===== src/rtl/pcd_miller_sequencer.sv =====
// rtl/pcd_miller_sequencer.sv - ISO 14443A 106 kbps modified-Miller PCD TX sequencer
// Emits SOC/data/EOC as Z/X/Y bit periods on pause_n, pulling frame bits over a valid/ready stream.
module pcd_miller_sequencer #(
  parameter int BIT_CYCLES   = 128,
  parameter int PAUSE_CYCLES = 28,
  parameter int X_OFFSET     = BIT_CYCLES / 2
) (
  input  logic clk,
  input  logic rst_n,
  input  logic start,
  input  logic bit_valid,
  input  logic bit_data,
  input  logic bit_last,
  output logic bit_ready,
  output logic pause_n,
  output logic busy,
  output logic done,
  output logic underrun
);

  localparam int CW = $clog2(BIT_CYCLES);
  localparam logic [CW-1:0] CNT_LAST = CW'(BIT_CYCLES - 1);
  localparam logic [CW-1:0] CNT_ONE  = CW'(1);
  localparam logic [CW-1:0] Z_END    = CW'(PAUSE_CYCLES);
  localparam logic [CW-1:0] X_BEG    = CW'(X_OFFSET);
  localparam logic [CW-1:0] X_END    = CW'(X_OFFSET + PAUSE_CYCLES);

  typedef enum logic [2:0] {
    S_IDLE = 3'd0,
    S_SOC  = 3'd1,
    S_DATA = 3'd2,
    S_EOC0 = 3'd3,
    S_EOCY = 3'd4
  } state_t;

  typedef enum logic [1:0] {
    SEQ_Y = 2'd0,
    SEQ_X = 2'd1,
    SEQ_Z = 2'd2
  } seq_t;

  state_t        state, state_nxt;
  seq_t          seq, seq_nxt;
  logic [CW-1:0] cnt, cnt_nxt;
  logic          prev_zero, prev_zero_nxt;
  logic          cur_last, cur_last_nxt;
  logic          underrun_nxt;
  logic          pause_n_nxt;
  logic          seq_end;
  logic          offer;
  seq_t          zero_seq;

  assign seq_end  = (cnt == CNT_LAST);
  assign zero_seq = prev_zero ? SEQ_Z : SEQ_Y;
  // A bit is requested only in the final cycle of SOC or of a data bit that was not the last one.
  assign offer    = seq_end && ((state == S_SOC) || ((state == S_DATA) && !cur_last));

  always_ff @(posedge clk or negedge rst_n) begin
    if (!rst_n) begin
      state     <= S_IDLE;
      seq       <= SEQ_Y;
      cnt       <= '0;
      prev_zero <= 1'b0;
      cur_last  <= 1'b0;
      underrun  <= 1'b0;
      pause_n   <= 1'b1;
    end else begin
      state     <= state_nxt;
      seq       <= seq_nxt;
      cnt       <= cnt_nxt;
      prev_zero <= prev_zero_nxt;
      cur_last  <= cur_last_nxt;
      underrun  <= underrun_nxt;
      pause_n   <= pause_n_nxt;
    end
  end

  always_comb begin
    state_nxt     = state;
    seq_nxt       = seq;
    prev_zero_nxt = prev_zero;
    cur_last_nxt  = cur_last;
    underrun_nxt  = underrun;
    cnt_nxt       = ((state == S_IDLE) || seq_end) ? '0 : (cnt + CNT_ONE);

    case (state)
      S_IDLE: begin
        if (start) begin
          state_nxt     = S_SOC;
          seq_nxt       = SEQ_Z;
          prev_zero_nxt = 1'b1;
          cur_last_nxt  = 1'b0;
        end
      end
      S_SOC, S_DATA: begin
        if (seq_end) begin
          if (offer && bit_valid) begin
            state_nxt     = S_DATA;
            seq_nxt       = bit_data ? SEQ_X : zero_seq;
            prev_zero_nxt = !bit_data;
            cur_last_nxt  = bit_last;
          end else begin
            state_nxt     = S_EOC0;
            seq_nxt       = zero_seq;
            prev_zero_nxt = 1'b1;
            underrun_nxt  = underrun | offer;
          end
        end
      end
      S_EOC0: begin
        if (seq_end) begin
          state_nxt = S_EOCY;
          seq_nxt   = SEQ_Y;
        end
      end
      S_EOCY: begin
        if (seq_end) begin
          state_nxt    = S_IDLE;
          underrun_nxt = 1'b0;
        end
      end
      default: begin
        state_nxt    = S_IDLE;
        underrun_nxt = 1'b0;
      end
    endcase

    // pause_n is registered, so the window is evaluated for the cycle being entered.
    if (state_nxt == S_IDLE) begin
      pause_n_nxt = 1'b1;
    end else if (seq_nxt == SEQ_Z) begin
      pause_n_nxt = !(cnt_nxt < Z_END);
    end else if (seq_nxt == SEQ_X) begin
      pause_n_nxt = !((cnt_nxt >= X_BEG) && (cnt_nxt < X_END));
    end else begin
      pause_n_nxt = 1'b1;
    end
  end

  always_comb begin
    bit_ready = offer;
    busy      = (state != S_IDLE);
    done      = (state == S_EOCY) && seq_end;
  end

endmodule

===== config.mk =====
export PLATFORM = sky130hd
export DESIGN_NAME = pcd_miller_sequencer
export DESIGN_NICKNAME = d
export VERILOG_FILES = /design/src/rtl/pcd_miller_sequencer.sv
export SDC_FILE = /design/constraint.sdc
export NUM_CORES = 1
export LEC_CHECK = 0
export ABC_AREA = 1
export CORE_MARGIN = 10
export CORE_UTILIZATION = 47
export DETAILED_ROUTE_END_ITERATION = 8
export GPL_TIMING_DRIVEN = 0
export PLACE_DENSITY = 0.69
export SYNTH_ARGS = -nofsm -noshare
export SYNTH_HDL_FRONTEND = slang
export SYNTH_SLANG_ARGS = --single-unit

===== constraint.sdc =====
create_clock -name clk -period 2 [get_ports clk]
set_input_delay 0.4 -clock clk [delete_from_list [all_inputs] [get_ports clk]]
set_output_delay 0.4 -clock clk [all_outputs]
set_load 0.02 [all_outputs]

==> run metrics <==
status=completed; CTS Root Cell=clkbuf_4; final slew viol count=0; Antenna Cells=0; CTS sink cnt=16; Cells after Synth=124; DR vias/cell=4.89; Seq cells post-synth=16; met1 GRT Util=10.9%; CP startpoint kind=flop; DRT Pass-1 Iters=4; Psw=309 uW; WP data arrival=1.48 ns; maximum clock skew at final layout=0.00387 ns; Hold-fix buffers, CTS=0; worst hold slack=0.515 ns; worst hold path class=flop to flop; dpl cells=161; Final ANT Viol Nets=0; Comb power frac=33.1%; # port buffers=10; multi-input logic area=475 um^2; internal power=592 uW; drt drc=0; Synth Area in Compound Gates=11.2%; max cap viols=0; storage element area=402 um^2; Clk Latency, worst-skew pair=0.28 ns; reg-to-reg slack, setup=0.43 ns; Final Hold Violating Endpoints=0; syn_nets=131; HPWL Detailed=1510 um; clk buf depth=2; Max Clock Freq=532 MHz; Crit Path Class=flop to output pin; Leakage=0.000569 uW; met3 usage=3.26%; adder-cell area share of the yosys netlist=1.32%; PD cells=802 nW/um^2; vias in the first global route=769; Worst EP required=1.60 ns; largest family of logic cells by synthesized area=simple AND/OR/NAND/NOR gates; largest net degree at the start of global routing=17; worst hold endpoint=prev_zero; Final setup viols=0; Synth Area in XOR/XNOR=0.925%; Seq pwr share=47.6%; Max IR drop VDD=0.567 mV; Worst-Margin Slew=0.735 ns; total CTS buffers=3; FP Rows=16; die area=4210 um^2; layout cell share with drive strength beyond 1=22.9%; aggregate global routing overflow=0; first-pass GRT wire length=3310 um; H-tree levels=1; initial antenna violation count=0; reg2reg end=pause_n; nets=148; area delta synth->final=18.6%; Worst Min Path Start=prev_zero; Distinct cells, synth=27; met2 usage=17.0%; origin of the critical flop-to-flop path=cnt[0]; Netlist Area Pre-Place=947 um^2; R2R depth=10; Ys Warns=0; I/O pin total=11; simple-gate share of the synthesized area=35.9%; Slew headroom=50.8%; Worst Setup End Kind=output pin; crit share post-route=94.0%; routed len/inst=11.3 um; shortest period the worst path allows=1.88 ns; clock share of power=19.3%; mux contribution to synthesized area=0%; Worst-path clk slew=0.09 ns; Starting Density=48.8%; top cells by area, synth=dfrtp_1, nand2_1, nor2_1; CTS tree=built; final setup margin=0.121 ns; Yosys top cell by area=dfrtp_1; Finished Layout Cells=167; grt peak-use layer=met2; all-layer global routing usage=9.86%; post-synthesis sequential area ratio=42.4%; critical-path maximum fanout=9; dpl ws=-0.142 ns; Avg Synthesized Cell Area=7.64 um^2; DR vias=816; die width=64.9 um; Final Util=57.9%; DIE HEIGHT=64.9 um; RSZ-0062 raised after global routing=no; core outline area=1940 um^2; WL final=1880 um; switch share=34.3%; GPL Wtd Cong=0.896; top-area cell type share of the netlist area=39.6%; DRT iter0 DRCs=22; hold depth=2; # fillers=201; Design Power=901 uW
critical path, cell delays in order (launching register included):
cell and delay (ns):
dfrtp_1 0.37, ha_2 0.21, nand3_2 0.11, inv_2 0.11
nand2_4 0.11, nor3_2 0.12, buf_4 0.16
cell families after synthesis:
family	Yosys count
compound gates	18
buf+inv	20
fa+ha+maj	1
flops	16
simple gates	68
xor+xnor	1
flip-flops by register name (all words and copies together) (netlist names):
name       cells
state          3
seq            2
pause_n        1
cnt            7
cur_last       1
prev_zero      1
underrun       1
repair_timing:
item,4_1_cts,5_1_grt
setup endpoints to repair,3,2
resized for setup,12,3
setup buffers,1,1
synthesized netlist by cell type (all sizes together):
master,n
o21bai,1
o21ai,9
nor2,22
or2,1
ha,1
o211ai,1
nand3,11
dfrtp,15
dfstp,1
inv,20
nand4,1
xnor2,1
nor3,1
a211oi,1
a21oi,5
a31oi,1
nand2,32
cells in the final DEF (no fill, tap or decap), drive strengths merged:
cell type and n:
inv 20, nand3 11, dfrtp 15, o21bai 1
o21ai 9, clkbuf 4, a31oi 1, dlygate4sd2 1
nor2 22, buf 4, xnor2 1, nand2 32
ha 1, nand4 1, dfstp 1, clkdlybuf4s50 7
nor3 1, or2 1, a211oi 1, o211ai 1
a21oi 5
through the flow:
step	setup TNS, ns	area, um^2
floorplan	0	947
global route	0	1120
CTS	0	1110
global placement	-0.166	1080
finish	0	1120
detailed placement	-0.239	1080
routing by layer:
metal | part of all wire (%) | wire length (um)
met5 | 0 | 0
met4 | 1.6 | 31
met3 | 4.1 | 78
met2 | 50 | 935
met1 | 44 | 837
area by class of cell:
type / instances / share of cell area, %
repair buffers: 12 / 9.69
clock buffers: 4 / 2.34
inverters: 20 / 6.90
flip-flops and latches: 16 / 35.7
multi-input cells: 88 / 42.3
well taps: 27 / 3.01
power groups by stage:
stage	combinational (uW)	clock (uW)	sequential (uW)
floorplan	196	0	440
global placement	268	0	436
detailed placement	279	0	437
CTS	293	184	430
global route	342	203	438
finish	298	174	429
how the worst max path moves through the flow:
stage | from | end | slack (ns)
CTS | cnt[0] | done | 0.06
detailed placement | cnt[0] | done | -0.14
floorplan | cnt[0] | done | 0.26
global route | cnt[0] | bit_ready | 0.01
global placement | cnt[0] | done | -0.09
finish | cnt[0] | done | 0.12
Power figures use the tool's default switching activity.
